**src/rtl/spi_ram_pkg.sv**
```systemverilog
// Shared opcode encoding and output-state type for the SPI-driven RAM burst controller.
package spi_ram_pkg;

    localparam int unsigned OP_W = 2;

    typedef logic [OP_W-1:0] opcode_t;

    localparam opcode_t OP_WR_ADDR = 2'b00;
    localparam opcode_t OP_WR_DATA = 2'b01;
    localparam opcode_t OP_RD_ADDR = 2'b10;
    localparam opcode_t OP_RD_DATA = 2'b11;

    typedef enum logic {
        EMPTY = 1'b0,
        FULL  = 1'b1
    } out_state_t;

endpackage

```
**src/rtl/ram_sp_array.sv**
```systemverilog
// MEM_DEPTH x DATA_W storage: synchronous write, combinational read, contents never reset.
module ram_sp_array #(
    parameter int unsigned DATA_W    = 8,
    parameter int unsigned ADDR_W    = 8,
    parameter int unsigned MEM_DEPTH = 256
) (
    input  logic              clk,
    input  logic              we,
    input  logic [ADDR_W-1:0] waddr,
    input  logic [DATA_W-1:0] wdata,
    input  logic [ADDR_W-1:0] raddr,
    output logic [DATA_W-1:0] rdata_c
);

    logic [DATA_W-1:0] mem [MEM_DEPTH];

    always_ff @(posedge clk) begin
        if (we) begin
            mem[waddr] <= wdata;
        end
    end

    assign rdata_c = mem[raddr];

endmodule

```
**src/rtl/spi_ram_burst.sv**
```systemverilog
// RAM controller decoding SPI command words into pointer loads, writes and handshaked reads.
module spi_ram_burst
    import spi_ram_pkg::*;
#(
    parameter int unsigned DATA_W    = 8,
    parameter int unsigned ADDR_W    = 8,
    parameter int unsigned MEM_DEPTH = 256,
    parameter int unsigned AUTO_INC  = 1
) (
    input  logic              clk,
    input  logic              rst,
    input  logic [DATA_W+1:0] din,
    input  logic              rx_valid,
    input  logic              tx_ready,
    output logic [DATA_W-1:0] dout,
    output logic              tx_valid,
    output logic              rd_drop,
    output logic              addr_err
);

    localparam int unsigned CMP_W = DATA_W + 1;
    localparam logic [ADDR_W-1:0] LAST_ADDR = ADDR_W'(MEM_DEPTH - 1);

    out_state_t        state_q, state_d;
    logic [ADDR_W-1:0] wr_ptr_q, wr_ptr_d, rd_ptr_q, rd_ptr_d;
    logic [ADDR_W-1:0] wr_ptr_inc, rd_ptr_inc;
    logic [DATA_W-1:0] dout_d, rdata;
    logic              rd_drop_d, addr_err_d, mem_we;
    logic              rd_cmd, addr_ok;
    opcode_t           op;
    logic [DATA_W-1:0] payload;

    assign op      = din[DATA_W+1:DATA_W];
    assign payload = din[DATA_W-1:0];
    // Rejects both stray upper bits and in-range-width values past the array end.
    assign addr_ok = {1'b0, payload} < CMP_W'(MEM_DEPTH);
    assign rd_cmd  = rx_valid && (op == OP_RD_DATA);

    assign wr_ptr_inc = (AUTO_INC == 0) ? wr_ptr_q :
                        (wr_ptr_q == LAST_ADDR) ? '0 : wr_ptr_q + ADDR_W'(1);
    assign rd_ptr_inc = (AUTO_INC == 0) ? rd_ptr_q :
                        (rd_ptr_q == LAST_ADDR) ? '0 : rd_ptr_q + ADDR_W'(1);

    ram_sp_array #(
        .DATA_W   (DATA_W),
        .ADDR_W   (ADDR_W),
        .MEM_DEPTH(MEM_DEPTH)
    ) u_ram (
        .clk    (clk),
        .we     (mem_we),
        .waddr  (wr_ptr_q),
        .wdata  (payload),
        .raddr  (rd_ptr_q),
        .rdata_c(rdata)
    );

    // Command decode and output-buffer state machine.
    always_comb begin
        state_d    = state_q;
        wr_ptr_d   = wr_ptr_q;
        rd_ptr_d   = rd_ptr_q;
        dout_d     = dout;
        rd_drop_d  = 1'b0;
        addr_err_d = 1'b0;
        mem_we     = 1'b0;

        if (rx_valid) begin
            unique case (op)
                OP_WR_ADDR: begin
                    if (addr_ok) wr_ptr_d = payload[ADDR_W-1:0];
                    else         addr_err_d = 1'b1;
                end
                OP_WR_DATA: begin
                    mem_we   = 1'b1;
                    wr_ptr_d = wr_ptr_inc;
                end
                OP_RD_ADDR: begin
                    if (addr_ok) rd_ptr_d = payload[ADDR_W-1:0];
                    else         addr_err_d = 1'b1;
                end
                OP_RD_DATA: begin
                    if (state_q == EMPTY || tx_ready) begin
                        dout_d   = rdata;
                        rd_ptr_d = rd_ptr_inc;
                    end else begin
                        rd_drop_d = 1'b1;
                    end
                end
                default: ;
            endcase
        end

        unique case (state_q)
            EMPTY:   if (rd_cmd) state_d = FULL;
            FULL:    if (tx_ready && !rd_cmd) state_d = EMPTY;
            default: state_d = EMPTY;
        endcase
    end

    always_ff @(posedge clk or posedge rst) begin
        if (rst) begin
            state_q  <= EMPTY;
            wr_ptr_q <= '0;
            rd_ptr_q <= '0;
            dout     <= '0;
            rd_drop  <= 1'b0;
            addr_err <= 1'b0;
        end else begin
            state_q  <= state_d;
            wr_ptr_q <= wr_ptr_d;
            rd_ptr_q <= rd_ptr_d;
            dout     <= dout_d;
            rd_drop  <= rd_drop_d;
            addr_err <= addr_err_d;
        end
    end

    assign tx_valid = (state_q == FULL);

endmodule

```
**config.mk**
```make
export PLATFORM = sky130hd
export DESIGN_NAME = spi_ram_burst
export DESIGN_NICKNAME = d
export VERILOG_FILES = /design/src/rtl/spi_ram_pkg.sv /design/src/rtl/ram_sp_array.sv /design/src/rtl/spi_ram_burst.sv
export SDC_FILE = /design/constraint.sdc
export NUM_CORES = 2
export LEC_CHECK = 0
export CORE_MARGIN = 2
export CORE_UTILIZATION = 40
export DETAILED_ROUTE_END_ITERATION = 6
export DONT_BUFFER_PORTS = 1
export GPL_TIMING_DRIVEN = 0
export HOLD_SLACK_MARGIN = 0.08
export SLEW_MARGIN = 20
export SYNTH_ARGS = -nofsm -noshare
export SYNTH_HDL_FRONTEND = slang
export SYNTH_HIERARCHICAL = 1
export SYNTH_SLANG_ARGS = --single-unit
```
**constraint.sdc**
```tcl
create_clock -name clk -period 3 [get_ports clk]
set_clock_uncertainty 0.1 [all_clocks]
set_input_delay 0.3 -clock clk [delete_from_list [all_inputs] [get_ports clk]]
set_output_delay 0.3 -clock clk [all_outputs]
set_load 0.01 [all_outputs]
```
==> flow_summary_export.csv <==
group,metric,value,unit
synth,postSynthCellCount,3874,
pwr,p_leak,29.5,nW
synth,synth.top_cell.area_share,76.1,%
setup_path,cp.arrival,4480,ps
clocking,cts_buffer_depth,3,
global_route,track_usage,24.4,%
die,fp.dieW,454,µm
route,drc,1,
hold_path,min_to,"u_ram/mem[82][0]",
layout,fillers,16518,
synth,ys_seq_area_share,76.9,%
synth,synth_edf_count,2048,
hold_path,hold_depth,0,
synth,syn_area_per_cell,20.9,µm²
place,place_ws,-2470,ps
setup_path,crit_top_cell,"buf_4",
setup_path,worstPathCellList,"buf_4 > clkdlybuf4s18_2 > mux4_2 > nor2_1 > a2111oi_2 > nor3_1 > nor4_2 > buf_4 > mux2_2",
clocking,cts_tree,"yes",
die,row_count,165,
synth,ys.flop_type,"edfxtp_1",
hold_path,hold_start,"din[0]",
layout,nets,4217,
synth,yosys.area.top_type,"edfxtp_1",
global_route,grt-ovfl-total,0,
status,status,"finished, violations left",
setup_path,worstSetupPathType,"register to register",
route,vias_per_cell,6.18,
sta,hold_viol_final,1793,
route,wire_per_inst,35.9,µm
setup_path,path_buf_inv,3,
sta,fmax,0.264,GHz
route,wl_met2,113000,µm
synth,synth-seq-cells,2074,
layout,finalInstanceArea,95900,µm²
die,pin_count,25,
global_route,grt_max_degree,260,
route,met3WireLength,28800,µm
setup_path,r2r-start,"rd_ptr_q[3]",
setup_path,crit_path_max_fanout,10,
sta,slew_viol_final,0,
setup_path,cp-start-kind,"register",
place,gp_congestion,0.954,
setup_path,ff2ff_path_depth,9,
setup_path,cpMaxStageDelayCell,"a2111oi_2",
die,core-area,201000,µm²
synth,synthTopCellsByArea,"edfxtp_1 (76%), mux4_2 (13%), mux2i_1 (1.7%)",
place,placed_area,84800,µm²
die,initial_core_util,40.1,%
die,dieHeight,454,µm
clocking,postCtsHoldBufs,33,
run,maxCapViolCount,0,
global_route,antenna_found_initial,6,
status,violations,"design-rule violations, negative hold slack, negative setup slack",
route,routed_wl,253000,µm
setup_path,r2r_end,"dout[1]",
global_route,grt_pass1_wl,343000,µm
layout,area_growth,18.6,%
sta,setup_slack,-791,ps
clocking,cts_made_buffers,210,
die,die_area,206000,µm²
global_route,grt_pass1_vias,41691,
route,drt-initial-drc-count,5494,
route,top_layer,"met5",
pwr,cellPowerDensity,721,nW/µm²
clocking,cts_sinks,2074,
sta,tightest_slew,1370,ps
sta,tns,-12490,ps
synth,syn_area,80800,µm²
sta,fin_crit,3790,ps
pwr,vdd_drop_max,0.495,mV
setup_path,crit_path_end_kind,"register",
route,wl_met1,96000,µm
layout,drive_above_1_share,33.8,%
synth,synth-async-reset-ratio,1.25,%
clocking,cts_htree_levels,4,
synth,syn_nets,3890,
route,drt_first_pass_iters,7,
hold_path,hp-class,"input pin to register",
sta,max-slew-margin-rel,8.53,%
sta,rsz0062_at_grt,"true",
route,vias,43584,
clocking,clockRootBuffer,"clkbuf_16",
setup_path,cp_data_required_time,3680,ps
clocking,path_clk_slew,60,ps
clocking,insertion_delay,860,ps
synth,ys_warn_count,6,
synth,synth_cell_types,72,
setup_path,crit_family,"buffers and inverters",
place,hpwl,162000,µm
setup_path,r2r_slack,-790,ps
sta,period_share,126,%
place,io_buffers,0,
sta,setup_viol,246,
route,ant_nets,0,
setup_path,cp_slowest_stage_delay,670,ps
sta,hold_slack,-545,ps
through the flow:
step | std cells | utilization (%) | total power [W]
after detailed placement | 6567 | 42.1 | 0.0422
after global routing | 7050 | 47.6 | 0.0706
final | 7053 | 47.6 | 0.0692
after CTS | 7015 | 47.0 | 0.0689
after global placement | 6546 | 41.8 | 0.0420
after floorplan | 3874 | - | 0.0378
cells by family after synthesis:
logic type	count (synthesis)	share of synthesized area (%)
flops	2074	76.9
fa+ha+maj	2	0.0309
buf+inv	244	1.87
other cells	1	0.00464
compound gates	427	3.70
mux	602	14.5
simple gates	524	2.99
flip-flops by register name (all words and copies together), names as in the netlist:
name	flops
tx_valid	1
u_ram/mem	2048
rd_drop	1
wr_ptr_q	8
rd_ptr_q	8
dout	8
worst max path at each step:
stage	cells after the start	startpoint	slack (ps)	to
after floorplan	10	rd_ptr_q[0]	260	dout[2]
after global placement	9	rd_ptr_q[2]	-3030	dout[1]
after detailed placement	9	rd_ptr_q[2]	-2470	dout[0]
after CTS	11	rd_ptr_q[0]	-660	dout[6]
after global routing	11	rd_ptr_q[0]	-660	dout[6]
final	9	rd_ptr_q[3]	-790	dout[1]
Yosys cell counts, types with 11 or more instances:
cell type	n
nand2_1	48
nand2b_1	13
a21oi_1	109
a211oi_1	16
buf_2	34
nor4_1	24
o221ai_1	46
a22oi_1	134
mux4_2	454
a22o_1	11
o211ai_1	11
nor2b_1	34
nand4_1	12
a221oi_1	13
dfrtp_1	26
nand3_1	44
buf_8	13
nor2_1	290
o21ai_0	20
edfxtp_1	2048
o22ai_1	29
buf_4	30
mux2i_1	137
buf_1	22
clkbuf_1	111
buf_6	22
nor3_1	23
final cells by class:
cell class	count	area, µm²	area share, %
clock inverters	128	1280	1.34
clock buffers	259	5480	5.72
plain buffers	236	2470	2.58
multi-input cells	1556	19600	20.5
diodes	5	12.5	0.0130
well taps	2672	3340	3.49
flip-flops and latches	2074	62200	64.8
inverters	4	16.3	0.0170
repair buffers	119	1480	1.55
repair_timing:
action                     4_1_cts  5_1_grt
pin swaps                       33       47
setup buffers                   31       34
setup endpoints to repair     2056     1642
cloned                           0        0
hold endpoints to repair      2100     2048
resized for setup              716      200
cells in the final DEF, fill, tap and decap left out, types with 14 or more instances in the layout:
master	n
edfxtp_1	2048
mux4_2	454
clkbuf_16	213
nor2_4	168
mux2i_1	136
a22oi_1	107
a21oi_1	83
buf_4	82
nor2_2	67
clkbuf_1	62
nor2_1	55
clkinv_1	45
clkinv_2	43
nand2_1	42
buf_12	40
o221ai_1	39
clkbuf_4	38
clkbuf_2	38
dlygate4sd3_1	32
buf_16	32
nand3_1	28
a21oi_2	27
buf_6	27
nor2b_1	27
a22oi_2	27
o22ai_1	25
buf_2	21
bufinv_16	20
buf_8	16
nand3_2	16
o21ai_0	15
dfrtp_1	15
nor3_1	14
nor4_4	14
layer usage:
layer  up-vias  track usage [%]
li1      16941                -
met1     23434             33.0
met2      2636             36.3
met3       571             6.65
met4         2             12.5
met5         -                0
where the power goes:
group / switching [W] / internal (W)
combinational: 0.00698 / 0.00414
sequential: 0.000280 / 0.0319
clock: 0.0111 / 0.0147
total: 0.0184 / 0.0508
No activity file was read; power rests on OpenSTA's default activity.
